### src/rtl/lif_param_loader.sv
// Serial configuration loader for the LIF neuron array: stages NUM_WEIGHTS+3 fields and commits them atomically.
// Optional build macro LOADER_CHECKSUM_EN appends an XOR checksum field that gates the commit.
module lif_param_loader #(
   parameter int unsigned NUM_WEIGHTS         = 2,
   parameter int unsigned W_WIDTH             = 3,
   parameter int unsigned DATA_W              = 8,
   parameter int unsigned LC_W                = 4,
   parameter int unsigned DEFAULT_W           = 2,
   parameter int unsigned DEFAULT_LEAK_RATE   = 2,
   parameter int unsigned DEFAULT_THR_MIN     = 30,
   parameter int unsigned DEFAULT_LEAK_CYCLES = 1
) (
   input  logic                            clk,
   input  logic                            reset,
   input  logic                            enable,
   input  logic                            serial_data_in,
   input  logic                            load_enable,
   output logic [NUM_WEIGHTS*W_WIDTH-1:0]  weights,
   output logic [DATA_W-1:0]               leak_rate,
   output logic [DATA_W-1:0]               threshold_min,
   output logic [LC_W-1:0]                 leak_cycles,
   output logic                            params_ready,
   output logic                            commit_pulse,
   output logic                            load_error
);

   localparam int unsigned NF     = NUM_WEIGHTS + 3;
`ifdef LOADER_CHECKSUM_EN
   localparam int unsigned NF_TOT = NF + 1;
`else
   localparam int unsigned NF_TOT = NF;
`endif
   // The last field is consumed straight from the shifter, so it needs no shadow slot.
   localparam int unsigned SH_N   = NF_TOT - 1;
   localparam int unsigned BC_W   = (DATA_W > 1) ? $clog2(DATA_W) : 1;
   localparam int unsigned FI_W   = $clog2(NF_TOT);

   typedef enum logic [1:0] {ST_IDLE, ST_SHIFT, ST_DONE} state_t;

   state_t            state_q, state_d;
   logic [BC_W-1:0]   bit_cnt;
   logic [FI_W-1:0]   field_idx;
   logic [DATA_W-2:0] sr;
   logic [DATA_W-1:0] shadow [SH_N];

   logic              start_c, shift_c, abort_c, word_done_c, last_c, csum_ok_c;
   logic [DATA_W-1:0] word_c;

   // State register
   always_ff @(posedge clk) begin
      if (reset) state_q <= ST_IDLE;
      else       state_q <= state_d;
   end

   // Next-state logic; nothing moves while enable is low
   always_comb begin
      state_d = state_q;
      if (enable) begin
         case (state_q)
            ST_IDLE:  if (load_enable) state_d = ST_SHIFT;
            ST_SHIFT: begin
               if (!load_enable) state_d = ST_IDLE;
               else if (last_c)  state_d = ST_DONE;
            end
            ST_DONE:  if (!load_enable) state_d = ST_IDLE;
            default:  state_d = ST_IDLE;
         endcase
      end
   end

   // Control strobes decoded from state and inputs
   always_comb begin
      start_c     = enable && (state_q == ST_IDLE)  && load_enable;
      shift_c     = enable && (state_q == ST_SHIFT) && load_enable;
      abort_c     = enable && (state_q == ST_SHIFT) && !load_enable;
      word_c      = {sr, serial_data_in};
      word_done_c = shift_c && (bit_cnt == BC_W'(DATA_W - 1));
      last_c      = word_done_c && (field_idx == FI_W'(NF_TOT - 1));
   end

`ifdef LOADER_CHECKSUM_EN
   logic [DATA_W-1:0] csum_c;

   always_comb begin
      csum_c = '0;
      for (int unsigned i = 0; i < SH_N; i++) csum_c = csum_c ^ shadow[i];
      csum_ok_c = (csum_c == word_c);
   end
`else
   logic unused_c;

   // Raw bits above each field's kept width are intentionally dropped
   always_comb begin
      csum_ok_c = 1'b1;
      unused_c  = ^word_c;
      for (int unsigned i = 0; i < SH_N; i++) unused_c = unused_c ^ (^shadow[i]);
   end
`endif

   // Datapath: shifter, shadow staging, atomic commit and status flags
   always_ff @(posedge clk) begin
      if (reset) begin
         bit_cnt       <= '0;
         field_idx     <= '0;
         sr            <= '0;
         for (int unsigned i = 0; i < SH_N; i++) shadow[i] <= '0;
         weights       <= {NUM_WEIGHTS{W_WIDTH'(DEFAULT_W)}};
         leak_rate     <= DATA_W'(DEFAULT_LEAK_RATE);
         threshold_min <= DATA_W'(DEFAULT_THR_MIN);
         leak_cycles   <= LC_W'(DEFAULT_LEAK_CYCLES);
         params_ready  <= 1'b1;
         commit_pulse  <= 1'b0;
         load_error    <= 1'b0;
      end else begin
         commit_pulse <= 1'b0;
         if (start_c) begin
            bit_cnt      <= '0;
            field_idx    <= '0;
            params_ready <= 1'b0;
            load_error   <= 1'b0;
         end
         if (shift_c) begin
            sr      <= word_c[DATA_W-2:0];
            bit_cnt <= bit_cnt + BC_W'(1);
            if (word_done_c) begin
               bit_cnt   <= '0;
               field_idx <= field_idx + FI_W'(1);
               for (int unsigned i = 0; i < SH_N; i++)
                  if (field_idx == FI_W'(i)) shadow[i] <= word_c;
            end
            if (last_c) begin
               params_ready <= 1'b1;
               if (csum_ok_c) begin
                  for (int unsigned k = 0; k < NUM_WEIGHTS; k++)
                     weights[k*W_WIDTH +: W_WIDTH] <= shadow[k][W_WIDTH-1:0];
                  leak_rate     <= shadow[NUM_WEIGHTS];
                  threshold_min <= shadow[NUM_WEIGHTS+1];
`ifdef LOADER_CHECKSUM_EN
                  leak_cycles   <= shadow[NUM_WEIGHTS+2][LC_W-1:0];
`else
                  leak_cycles   <= word_c[LC_W-1:0];
`endif
                  commit_pulse  <= 1'b1;
               end else begin
                  load_error    <= 1'b1;
               end
            end
         end
         if (abort_c) begin
            params_ready <= 1'b1;
            load_error   <= 1'b1;
         end
      end
   end

endmodule
### config.mk
export PLATFORM = sky130hd
export DESIGN_NAME = lif_param_loader
export DESIGN_NICKNAME = d
export VERILOG_FILES = /design/src/rtl/lif_param_loader.sv
export SDC_FILE = /design/constraint.sdc
export NUM_CORES = 1
export LEC_CHECK = 0
export CORE_MARGIN = 10
export CORE_UTILIZATION = 49
export CTS_CLUSTER_SIZE = 10
export DETAILED_ROUTE_END_ITERATION = 8
export PLACE_DENSITY_LB_ADDON = 0.05
export SETUP_SLACK_MARGIN = 0.1
export SYNTH_ARGS = -nofsm -noshare
export SYNTH_HDL_FRONTEND = slang
export SYNTH_SLANG_ARGS = --single-unit
### constraint.sdc
create_clock -name clk -period 1.57 [get_ports clk]
set_input_delay 0.157 -clock clk [delete_from_list [all_inputs] [get_ports clk]]
set_output_delay 0.157 -clock clk [all_outputs]
set_load 0.01 [all_outputs]
# After elaboration in Yosys (flattened, before gate mapping)

Memory sizes are Yosys's and may differ from the RTL's. A register that Yosys moved wholly into a read port is not among the register bits.
Index checks and enable logic that the tools add are counted.

Mux-type cells: 43
Order comparisons: 0
Eq/ne operators: 10
Bitwise operators: 5
Multipliers: 0
Divide/modulo/power cells: 0
Reductions and logical operators: 16
Shift-type cells: 0
Add/subtract/negate cells: 2

Operator list:

| cell                  | number |
|---|---|
| $mux W8               | 4 |
| $mux W1               | 28 |
| $mux W3               | 6 |
| $mux W2               | 4 |
| $logic_and A1 B1 Y1   | 7 |
| $add A3 B1 Y3 const B | 2 |
| $eq A3 B2 Y1 const B  | 2 |
| $eq A3 B3 Y1 const B  | 2 |
| $pmux W2 S3           | 1 |
| $ne A2 B2 Y1 const B  | 2 |
| $or A1 B1 Y1          | 4 |
| $reduce_and A4 Y1     | 1 |
| $reduce_bool A2 Y1    | 2 |
| $reduce_or A2 Y1      | 2 |
| $eq A3 B1 Y1 const B  | 1 |
| $logic_not A3 Y1      | 1 |
| $ne A3 B3 Y1 const B  | 1 |
| $eq A2 B1 Y1 const B  | 1 |
| $eq A2 B2 Y1 const B  | 1 |
| $logic_not A2 Y1      | 1 |
| $reduce_and A2 Y1     | 1 |
| $logic_not A1 Y1      | 1 |
| $not A1 Y1            | 1 |

Memory bits (read-only): 0
Memories kept: 1
Bits in writable memories: 32
Input port bits: 5
Output and inout port bits: 29
Latch bits: 0
Register bits after elaboration: 22

Memory list:

| name   | words | bits a word | rd ports | clocked after Yosys merged registers in | write ports | RTL line | text |
|---|---|---|---|---|---|---|---|
| shadow | 4     | 8           | 4        | 4                                       | 4           | 44       | `logic [DATA_W-1:0] shadow [SH_N];` |

# Depth between registers and ports, before layout

Depth after elaboration: 9
Mapped depth: 8
Depth with buffers taken out: 5

# Worst setup path after synthesis

Ideal clock, no wire load.

Path kind: reg-to-reg
From: register bit_cnt[0]
To: register leak_cycles[1]
Path buffers: 2
Arrival: 1525 ps
Clock period less this slack: 1641 ps
Setup time: 116 ps
Cell stages (with the launch flop): 8
Required time: 1454 ps
Setup slack: -71 ps
Cells stage by stage: dfxtp_1 > ha_1 > ha_1 > buf_2 > nand3_2 > or2_1 > buf_2 > a31o_2

Cells in the longest elaborated chain, start to end: 4

RTL lines:

| what                        | RTL line | text |
|---|---|---|
| from (decl)                 | 41       | `logic [BC_W-1:0] bit_cnt;` |
| from (signal assigned)      | 124      | `bit_cnt <= bit_cnt + BC_W'(1);` |
| $eq A3 B3 Y1                | 77       | `word_done_c = shift_c && (bit_cnt == BC_W'(DATA_W - 1));` |
| $logic_and A1 B1 Y1         | 77       |  |
| $logic_and A1 B1 Y1         | 78       | `last_c = word_done_c && (field_idx == FI_W'(NF_TOT - 1));` |
| $reduce_and A2 Y1 (no line) | --       |  |
| to (signal assigned)        | 110      | `leak_cycles <= LC_W'(DEFAULT_LEAK_CYCLES);` |
| to (signal assigned)        | 141      | `leak_cycles <= word_c[LC_W-1:0];` |
| to (decl)                   | 21       | `output logic [LC_W-1:0] leak_cycles,` |

No other way between the ends.
A chain may end at the register's enable or synchronous reset.

# Final worst setup path

From: register bit_cnt[0]
To: register threshold_min[0], read port of shadow

Cells in the longest elaborated chain, start to end: 4

RTL lines:

| what                        | RTL line | text |
|---|---|---|
| $eq A3 B3 Y1                | 77       |  |
| $logic_and A1 B1 Y1         | 77       |  |
| $logic_and A1 B1 Y1         | 78       |  |
| $reduce_and A2 Y1 (no line) | --       |  |
| to (decl)                   | 20       | `output logic [DATA_W-1:0] threshold_min,` |

No other way between the ends.

==> impl_metrics.yaml <==
pwr:
  cellLeakagePower_nw: 1.43
  ir_worst_vdd_mv: 0.893
  power_mw: 3.41
  power.density_nw_per_um2: 896
worst_setup_path:
  crit_type: "reg2reg"
  critPathMaxFanout: 16
  startpoint_type: "flip-flop"
  required_ps: 1860
  cpMaxStageDelayCell: "dfxtp_2"
  crit_path_cell_trace: "ha_4 > ha_4 > nand3_4 > buf_8 > nor4b_2 > a31o_4"
  worst_path_most_repeated_cell: "ha_4"
  cpPeakStageDelay_ps: 360
  cp-end-kind: "flip-flop"
  worstPathArrival_ps: 1760
  critical-path-top-delay-family: "simple AND/OR/NAND/NOR gates"
  cp_num_buf_inv: 1
timing:
  fin_skew_ps: 7.14
  finalHoldViolCount: 0
  fmax_mhz: 679
  setup_viol: 0
  fin_setup_tns_ps: 0
  worst_pin_slew_ps: 373
  drv_slew: 0
  timing.slew.headroom_pct: 75.1
  hold_slack_ps: 467
  final.min_clock_period_ps: 1470
  fin_crit_sh_pct: 93.8
  rsz0062_at_grt: "yes"
floorplan:
  start_util_pct: 50.1
  rows: 27
  die_h_um: 94.6
  ios: 34
  die_area_sq_um: 8950
  die_width_um: 94.6
  coreArea_sq_um: 5440
yosys:
  ys_warn_count: 0
  synth_commonest_cells: "dfxtp_1, nand2_1, edfxtp_1"
  synth_top_family_by_area: "simple AND/OR/NAND/NOR gates"
  synthFlopType: "dfxtp_1"
  synthMuxAreaShare_pct: 0
  synth_edf_count: 22
  ys_seq_area_share_pct: 56.5
  synth_most_common_cell: "dfxtp_1"
  synthCells: 253
  synth_cell_types: 33
  synth_top_area_share_pct: 32.3
  ys_top_cells_by_area: "dfxtp_1, edfxtp_1, a31o_2"
  synth.net_count: 265
  yosys.area_share.simple_pct: 20.6
  syn_area_per_cell_sq_um: 10.8
  synth_async_sr_flop_share_pct: 0
  synth-xor-area-share_pct: 0
  synth_seq_cells: 66
  synth_compound_area_share_pct: 14.7
  netlist_area_sq_um: 2730
  yosys.area.top_type: "dfxtp_1"
  synth_fa_ha_area_share_pct: 3.21
global_route:
  grt_pass1_wl_mm: 10.9
  first_global_vias: 2060
  gr-total-overflow: 0
  grt_max_degree: 20
  grtUsageTotal_pct: 15.8
  antenna_found_initial: 0
clock_tree:
  cts.reportedPaths.clkPinSlew_ps: 70
  cts-root-buf: "clkbuf_8"
  clock_sinks: 66
  clockBufferDepth: 2
  hold_buffers: 0
  cts_buffers: 9
  cts_tree: "done"
  post_cts_buffers: 0
  cts_max_level: 3
  clk_latency_ps: 340
route:
  ant_nets: 0
  first_pass_iters: 5
  drtIter0Drc: 87
  dr_total_vias: 2119
  wl_met1_mm: 2.95
  routed_wl_mm: 6.94
  dr_wl_met3_um: 350
  vias_per_cell: 5.53
  drc_errors: 0
  wl_met2_mm: 3.56
  wl_per_cell_um: 18.1
  maxUsedRoutingLayer: "met4"
flow_run:
  cap_violations: 0
layout:
  diodes: 0
  final_nets: 318
  syn_to_final_growth_pct: 39.6
  drive_gt1_share_pct: 30.2
  final_area_sq_um: 3800
placement:
  io_buffers: 33
  postPlaceCellArea_sq_um: 3320
  gp_congestion: 0.800
  hpwl_mm: 4.60
min_path:
  hp-class: "reg2reg"
run_status:
  status: "complete, no violations"
==> per-stage QoR <==
stage,worst slack (ps),cells,utilization (%)
after floorplan,39.5,253,-
after global placement,-110,364,61.0
after detailed placement,-160,364,61.0
after CTS,95.0,383,67.1
after global routing,39.6,383,70.0
final,97.9,383,70.0
==> layout make-up <==
| class | count | area (sq um) |
|---|---|---|
| fillers | 403 | 1630 |
| flip-flops and latches | 66 | 1550 |
| multi-input cells | 158 | 1390 |
| repair buffers | 58 | 526 |
| clock buffers | 14 | 164 |
| well taps | 72 | 90.1 |
| inverters | 13 | 48.8 |
| clock inverters | 2 | 35.0 |
==> logic make-up (layout without fill, tap and decap cells) <==
group | count (synthesis) | count (layout)
buffers and inverters | 32 | 87
flip-flops | 66 | 66
adder cells (fa/ha/maj) | 7 | 7
AO/OA/AOI/OAI | 59 | 59
AND/OR/NAND/NOR | 89 | 92
==> flip-flops by register name, indices dropped and copies added, names as in the netlist <==
signal / count
load_error: 1
leak_cycles: 4
field_idx: 3
shadow: 22
weights: 6
params_ready: 1
leak_rate: 8
state_q: 2
bit_cnt: 3
commit_pulse: 1
sr: 7
threshold_min: 8
==> repair_timing <==
action / CTS / global route
setup endpoints to repair: 49 / 62
pin swaps: 2 / 12
cloned: 3 / 0
resized for setup: 23 / 30
==> power by group <==
group	internal, mW	switching, mW
logic	0.0626	0.0957
clock network	0.831	0.622
registers	1.79	0.0138
==> path summary, 6_finish.rpt <==
path,slack [ps],cells after the start,from,end
worst max-delay path,100,6,bit_cnt[0],threshold_min[0]
worst min-delay path,470,2,load_error,load_error
worst max register to register,100,6,bit_cnt[0],threshold_min[0]
worst min register to register,470,2,load_error,load_error
==> layout by cell type, fill, tap and decap left out, drive strengths merged <==
| master | instances |
|---|---|
| dfxtp | 44 |
| clkdlybuf4s50 | 33 |
| nand2 | 25 |
| buf | 25 |
| edfxtp | 22 |
| and2 | 17 |
| nor4b | 17 |
| a31o | 17 |
| clkbuf | 14 |
| a21oi | 13 |
| inv | 13 |
| o21ai | 11 |
| o211ai | 10 |
| ha | 7 |
| and3 | 5 |
| and4 | 5 |
| nor2 | 4 |
| or2 | 4 |
| a21o | 4 |
| a31oi | 3 |
| nand4 | 3 |
| nand3 | 3 |
| nand3b | 2 |
| nand4b | 2 |
| nor2b | 2 |
| and4b | 1 |
| and3b | 1 |
| nor3b | 1 |
| a22oi | 1 |
| bufinv | 1 |
| clkinv | 1 |
==> metal layers <==
metal  vias up  track usage [%]
met5         -                0
met4         0             6.23
met3         9             5.39
met2        37             25.9
met1      1035             18.8
li1       1038                -
==> worst reg2reg max path, stage by stage, from the launching register on <==
cell     delay (ps)
dfxtp_2         360
ha_4            140
ha_4            160
nand3_4         120
buf_8           200
nor4b_2         290
a31o_4          140
Power figures use the tool's default switching activity.
